==> config.mk <==
export PLATFORM = sky130hd
export DESIGN_NAME = sub_rr_scheduler
export DESIGN_NICKNAME = d
export VERILOG_FILES = /design/src/rtl/sub_sched_pkg.sv /design/src/rtl/sub_rr_scheduler_rr_pick.sv /design/src/rtl/sub_rr_scheduler.sv
export SDC_FILE = /design/constraint.sdc
export NUM_CORES = 1
export LEC_CHECK = 0
export ABC_AREA = 1
export CORE_AREA = 2 2 77 79
export DETAILED_ROUTE_END_ITERATION = 8
export DIE_AREA = 0 0 79 81
export PLACE_DENSITY = 0.83
export SLEW_MARGIN = 15
export SYNTH_ARGS = -nofsm -noshare
export SYNTH_HDL_FRONTEND = slang
export SYNTH_HIERARCHICAL = 1
export SYNTH_SLANG_ARGS = --single-unit
==> constraint.sdc <==
create_clock -name clk -period 3.1 [get_ports clk]
set_input_delay 0.465 -clock clk [delete_from_list [all_inputs] [get_ports clk]]
set_output_delay 0.465 -clock clk [all_outputs]
set_load 0.005 [all_outputs]
==> src/rtl/sub_sched_pkg.sv <==
// ---------------------------------------------------------------------------
// sub_sched_pkg
// Shared types and helpers for the round-robin subtractor scheduler.
//   sched_state_t   : scheduler FSM states
//   DEF_*           : default parameter values used by the scheduler top
//   sched_cnt_w()   : width of the S_WAIT timeout counter, $clog2(TIMEOUT+1)
// ---------------------------------------------------------------------------
package sub_sched_pkg;

    typedef enum logic [2:0] {
        S_IDLE  = 3'd0,
        S_ISSUE = 3'd1,
        S_WAIT  = 3'd2,
        S_DONE  = 3'd3,
        S_ABORT = 3'd4
    } sched_state_t;

    localparam int DEF_N_REQ   = 4;
    localparam int DEF_W       = 8;
    localparam int DEF_TIMEOUT = 15;

    // Counter must be able to hold the value TIMEOUT itself.
    function automatic int sched_cnt_w(input int timeout);
        return $clog2(timeout + 1);
    endfunction

    localparam int DEF_CNT_W = sched_cnt_w(DEF_TIMEOUT);

endpackage

==> src/rtl/sub_rr_scheduler_rr_pick.sv <==
// ---------------------------------------------------------------------------
// sub_rr_scheduler_rr_pick
// Combinational round-robin picker. Searches i_ptr+1, i_ptr+2, ... modulo
// N_REQ and returns the first requester with its request bit set.
//   i_req    [N_REQ-1:0]  request vector
//   i_ptr    [PTR_W-1:0]  last served requester (lowest priority)
//   o_winner [PTR_W-1:0]  index of the winning requester
//   o_valid               at least one request is present
// ---------------------------------------------------------------------------
module sub_rr_scheduler_rr_pick #(
    parameter int N_REQ = 4,
    parameter int PTR_W = $clog2(N_REQ)
) (
    input  logic [N_REQ-1:0] i_req,
    input  logic [PTR_W-1:0] i_ptr,
    output logic [PTR_W-1:0] o_winner,
    output logic             o_valid
);

    // One extra bit so ptr + offset (at most 2*N_REQ-1) never overflows.
    localparam int              CW  = PTR_W + 1;
    localparam logic [CW-1:0]   N_C = CW'(N_REQ);

    logic [CW-1:0] w_cand;
    logic [CW-1:0] w_idx;

    // Walk from the farthest offset to the nearest one so that the nearest
    // requesting candidate is the last (and therefore final) assignment.
    always_comb begin
        o_winner = '0;
        o_valid  = 1'b0;
        w_cand   = '0;
        w_idx    = '0;
        for (int k = N_REQ - 1; k >= 0; k--) begin
            w_cand = {1'b0, i_ptr} + CW'(k + 1);
            w_idx  = (w_cand >= N_C) ? (w_cand - N_C) : w_cand;
            if (i_req[w_idx[PTR_W-1:0]]) begin
                o_winner = w_idx[PTR_W-1:0];
                o_valid  = 1'b1;
            end
        end
    end

endmodule

==> src/rtl/sub_rr_scheduler.sv <==
// ---------------------------------------------------------------------------
// sub_rr_scheduler
// Shares one multi-cycle subtractor (start/rdy/result handshake) among N_REQ
// requesters with round-robin arbitration and a completion timeout.
//   clk, rst_b          clock, asynchronous active-low reset
//   req   [N_REQ]       level requests, held until grant
//   a_in, b_in          packed operands, requester i at [i*W +: W]
//   grant [N_REQ]       one-hot pulse: operands of that requester accepted
//   done  [N_REQ]       one-hot pulse: result_out valid for that requester
//   err   [N_REQ]       one-hot pulse: shared unit timed out for that requester
//   result_out [W]      last captured result, held until next capture
//   busy                scheduler not idle
//   sub_start, sub_a, sub_b, sub_rdy, sub_result   shared-unit interface
// All outputs come from registers or from a decode of the state/owner
// registers, so nothing on req or sub_rdy reaches an output combinationally.
// ---------------------------------------------------------------------------
module sub_rr_scheduler
    import sub_sched_pkg::*;
#(
    parameter int N_REQ   = DEF_N_REQ,
    parameter int W       = DEF_W,
    parameter int TIMEOUT = DEF_TIMEOUT
) (
    input  logic               clk,
    input  logic               rst_b,
    input  logic [N_REQ-1:0]   req,
    input  logic [N_REQ*W-1:0] a_in,
    input  logic [N_REQ*W-1:0] b_in,
    output logic [N_REQ-1:0]   grant,
    output logic [N_REQ-1:0]   done,
    output logic [N_REQ-1:0]   err,
    output logic [W-1:0]       result_out,
    output logic               busy,
    output logic               sub_start,
    output logic [W-1:0]       sub_a,
    output logic [W-1:0]       sub_b,
    input  logic               sub_rdy,
    input  logic [W-1:0]       sub_result
);

    localparam int PTR_W = $clog2(N_REQ);
    localparam int CNT_W = sched_cnt_w(TIMEOUT);

    sched_state_t     r_state, w_state_next;
    logic [PTR_W-1:0] r_owner, w_owner_next;
    logic [PTR_W-1:0] r_ptr,   w_ptr_next;
    logic [CNT_W-1:0] r_cnt,   w_cnt_next;
    logic [W-1:0]     r_sub_a, w_sub_a_next;
    logic [W-1:0]     r_sub_b, w_sub_b_next;
    logic [W-1:0]     r_result, w_result_next;

    logic [PTR_W-1:0] w_winner;
    logic             w_valid;
    logic [W-1:0]     w_a_arr [N_REQ];
    logic [W-1:0]     w_b_arr [N_REQ];

    sub_rr_scheduler_rr_pick #(
        .N_REQ (N_REQ),
        .PTR_W (PTR_W)
    ) u_rr_pick (
        .i_req    (req),
        .i_ptr    (r_ptr),
        .o_winner (w_winner),
        .o_valid  (w_valid)
    );

    // Unpack operands and decode the one-hot strobes from state + owner.
    genvar gi;
    generate
        for (gi = 0; gi < N_REQ; gi++) begin : g_req
            assign w_a_arr[gi] = a_in[gi*W +: W];
            assign w_b_arr[gi] = b_in[gi*W +: W];
            assign grant[gi]   = (r_state == S_ISSUE) && (r_owner == PTR_W'(gi));
            assign done[gi]    = (r_state == S_DONE)  && (r_owner == PTR_W'(gi));
            assign err[gi]     = (r_state == S_ABORT) && (r_owner == PTR_W'(gi));
        end
    endgenerate

    assign busy       = (r_state != S_IDLE);
    assign sub_start  = (r_state == S_ISSUE);
    assign sub_a      = r_sub_a;
    assign sub_b      = r_sub_b;
    assign result_out = r_result;

    always_ff @(posedge clk or negedge rst_b) begin
        if (!rst_b) begin
            r_state  <= S_IDLE;
            r_owner  <= '0;
            // Last-served pointer at the top index so requester 0 wins first.
            r_ptr    <= PTR_W'(N_REQ - 1);
            r_cnt    <= '0;
            r_sub_a  <= '0;
            r_sub_b  <= '0;
            r_result <= '0;
        end else begin
            r_state  <= w_state_next;
            r_owner  <= w_owner_next;
            r_ptr    <= w_ptr_next;
            r_cnt    <= w_cnt_next;
            r_sub_a  <= w_sub_a_next;
            r_sub_b  <= w_sub_b_next;
            r_result <= w_result_next;
        end
    end

    always_comb begin
        w_state_next  = r_state;
        w_owner_next  = r_owner;
        w_ptr_next    = r_ptr;
        w_cnt_next    = r_cnt;
        w_sub_a_next  = r_sub_a;
        w_sub_b_next  = r_sub_b;
        w_result_next = r_result;
        case (r_state)
            S_IDLE: begin
                // Only arbitrate when the shared unit can take a new job.
                if (w_valid && sub_rdy) begin
                    w_owner_next = w_winner;
                    w_sub_a_next = w_a_arr[w_winner];
                    w_sub_b_next = w_b_arr[w_winner];
                    w_state_next = S_ISSUE;
                end
            end
            S_ISSUE: begin
                w_cnt_next   = '0;
                w_state_next = S_WAIT;
            end
            S_WAIT: begin
                // The unit drops rdy the cycle after start, so rdy seen here
                // always belongs to the job just issued.
                if (sub_rdy) begin
                    w_result_next = sub_result;
                    w_state_next  = S_DONE;
                end else if (r_cnt == CNT_W'(TIMEOUT)) begin
                    w_state_next = S_ABORT;
                end else begin
                    w_cnt_next = r_cnt + 1'b1;
                end
            end
            S_DONE: begin
                w_ptr_next   = r_owner;
                w_state_next = S_IDLE;
            end
            S_ABORT: begin
                w_ptr_next   = r_owner;
                w_state_next = S_IDLE;
            end
            default: begin
                w_state_next = S_IDLE;
            end
        endcase
    end

endmodule
==> impl_metrics.env <==
export IMPL_r2r_setup_slack_ns=0.70
export IMPL_syn_cell_area_um2=2290
export IMPL_synth_area_leaders="dfrtp_1, nand2_1, nor2_1"
export IMPL_skew_ns=0.00623
export IMPL_clock_sinks=35
export IMPL_dp_hpwl_um=4980
export IMPL_pwr_share_comb_pct=64.5
export IMPL_postRouteWirelength_um=6670
export IMPL_rsz0062_at_grt="no"
export IMPL_holdBufCountCts=0
export IMPL_vias=2631
export IMPL_chipWidth_um=79
export IMPL_drc_errors=0
export IMPL_p_leak_nw=1.77
export IMPL_finalSetupTns_ns=0
export IMPL_core_area_um2=5680
export IMPL_ant_nets=0
export IMPL_portBuffers=116
export IMPL_hold_class="input port to async pin"
export IMPL_crit_path_start_kind="flop"
export IMPL_cp_data_arrival_time_ns=2.63
export IMPL_grt_max_degree=36
export IMPL_seq_area_um2=878
export IMPL_fmax_mhz=416
export IMPL_synth_seq_cells=35
export IMPL_nFillCells=538
export IMPL_setup_violations=0
export IMPL_vias_per_cell=4.78
export IMPL_wire_per_inst_um=12.1
export IMPL_seq_power_share_pct=23.8
export IMPL_overflow=0
export IMPL_critPathRequiredTime_ns=3.33
export IMPL_crit_path_end_kind="flop"
export IMPL_cap_violations=0
export IMPL_syn_nets=445
export IMPL_multi_input_area_um2=1190
export IMPL_post_route_util_pct=63.1
export IMPL_die_area_um2=6400
export IMPL_cts_resized=0
export IMPL_finalMaxSlewViolations=0
export IMPL_powerDensity_nw_per_um2=977
export IMPL_cts_root_buf="clkbuf_8"
export IMPL_io_pins=117
export IMPL_rows=28
export IMPL_p_int_w=0.00186
export IMPL_final_nets=554
export IMPL_path_clk_slew_ns=0.08
export IMPL_timing_final_crit_share_pct=77.5
export IMPL_synth_distinct_cells=25
export IMPL_synthCells=365
export IMPL_cts_tree="done"
export IMPL_crit_fanout=33
export IMPL_synth_seq_area_share_pct=38.3
export IMPL_synth_top_area_cell="dfrtp_1"
export IMPL_diodes=0
export IMPL_grt_pass1_wl_um=10700
export IMPL_dieHeight_um=81
export IMPL_h_tree_depth=2
export IMPL_period_needed_ns=2.40
export IMPL_synthDominantCellAreaShare_pct=36.0
export IMPL_clk_latency_ns=0.28
export IMPL_numCtsBuffers=5
export IMPL_cts_buffer_depth=2
export IMPL_syn_avg_cell_area_um2=6.28
export IMPL_antenna_found_initial=0
export IMPL_switching_share_pct=46.8
export IMPL_drive_gt1_share_pct=6.11
export IMPL_p_sw_w=0.00164
export IMPL_hold_viol=0
export IMPL_grt_pass1_vias=2501
export IMPL_place_congestion=0.831
export IMPL_status="finished clean"
export IMPL_drt_initial_drc_count=137
export IMPL_area_growth_pct=56.2
export IMPL_vdd_ir_drop_max_uv=699
export IMPL_tightest_slew_ns=0.840
export IMPL_start_util_pct=40.4
export IMPL_yosys_warnings=6
export IMPL_post_cts_buffers=0
export IMPL_drtPass1Iterations=4
export IMPL_relSlewSlack_pct=43.9
export IMPL_path_class="flop to flop"
export IMPL_grt_total_usage_pct=20.7
export IMPL_p_clk_share_pct=11.7
==> layer usage <==
metal,track usage [%],vias to the layer above,wire [um]
met1,25.5,1190,2890
met5,0,-,0
li1,-,1342,-
met4,4.14,0,71
met3,5.33,6,420
met2,36.9,93,3290
==> flip-flops by register name (all words and copies together), names as in the netlist <==
signal / flops
sub_a: 8
r_state: 3
r_cnt: 4
result_out: 8
r_owner: 2
sub_b: 8
r_ptr: 2
==> kinds of logic (layout without fill, tap and decap cells) <==
logic type	count (synthesis)	in the layout	share of synthesized area (%)
flops	35	35	38.3
compound gates	46	46	10.3
fa+ha+maj	1	1	0.546
simple gates	234	234	41.2
buf+inv	49	159	9.66
==> layout by cell type, fill, tap and decap left out, drive strengths merged <==
cell / Yosys / final
nand2: 127 / 127
clkdlybuf4s50: 0 / 115
nor2: 86 / 86
o21ai: 43 / 43
dfrtp: 33 / 33
inv: 33 / 33
nand3: 17 / 17
clkbuf: 5 / 5
buf: 11 / 3
a21oi: 2 / 2
nand4: 2 / 2
dfstp: 2 / 2
clkinv: 0 / 2
o211ai: 1 / 1
nor3: 1 / 1
ha: 1 / 1
bufinv: 0 / 1
and2: 1 / 1
==> per-stage QoR <==
step / total power [W] / hold slack (ns) / setup slack [ns] / cell area [um^2] / std cells
floorplan: 0.00237 / 0.169 / 1.20 / 2290 / 365
global placement: 0.00303 / 0.462 / 0.546 / 3470 / 542
detailed placement: 0.00309 / 0.471 / 0.471 / 3470 / 542
CTS: 0.00352 / 0.286 / 0.730 / 3580 / 550
global route: 0.00390 / 0.304 / 0.406 / 3580 / 550
finish: 0.00350 / 0.257 / 0.698 / 3580 / 550
==> worst max-delay path, cell delays in order, from the launching register on <==
cell	delay, ns
dfstp_2	0.68
inv_8	0.07
nand2_2	0.07
nand2_2	0.06
nand2_1	0.08
nand2_1	0.05
nand2_1	0.07
nand2_1	0.05
nand2_1	0.06
nand2_1	0.07
inv_1	0.62
o21ai_0	0.23
nand2_1	0.12
nand2_1	0.05
nand2_1	0.06
==> synth_stat cells, drive strengths merged <==
| library cell | instances |
|---|---|
| ha | 1 |
| dfrtp | 33 |
| nor2 | 86 |
| buf | 11 |
| inv | 33 |
| nor3 | 1 |
| nand2 | 127 |
| nand3 | 17 |
| o21ai | 43 |
| a21oi | 2 |
| nand4 | 2 |
| dfstp | 2 |
| o211ai | 1 |
| and2 | 1 |
| clkbuf | 5 |
==> final timing paths <==
path / from / end / depth (start not counted)
worst max-delay path: r_ptr[0]$_DFFE_PN1P_ / sub_b[2]$_DFFE_PN0P_ / 14
worst min-delay path: rst_b / r_cnt[0]$_DFFE_PN0P_ / 1
worst max register to register: r_ptr[0]$_DFFE_PN1P_ / sub_b[2]$_DFFE_PN0P_ / 14
worst min register to register: sub_b[6]$_DFFE_PN0P_ / sub_b[6]$_DFFE_PN0P_ / 2
max in group asynchronous: rst_b / sub_a[1]$_DFFE_PN0P_ / 1
min in group clk: sub_b[6]$_DFFE_PN0P_ / sub_b[6]$_DFFE_PN0P_ / 2
==> power groups by stage <==
stage | registers (W) | clock network [W] | logic [W]
finish | 0.000832 | 0.000410 | 0.00226
CTS | 0.000831 | 0.000418 | 0.00227
floorplan | 0.000795 | 0 | 0.00158
global placement | 0.000825 | 0 | 0.00220
global route | 0.000859 | 0.000437 | 0.00260
detailed placement | 0.000831 | 0 | 0.00226
==> area by class of cell <==
type / instances / share of cell area, %
Multi-Input combinational cell: 281 / 33.3
Sequential cell: 35 / 24.5
Clock inverter: 3 / 1.22
Tap cell: 75 / 2.62
Clock buffer: 5 / 1.92
Timing Repair Buffer: 118 / 32.7
Inverter: 33 / 3.67
No activity file was read; power rests on OpenSTA's default activity.
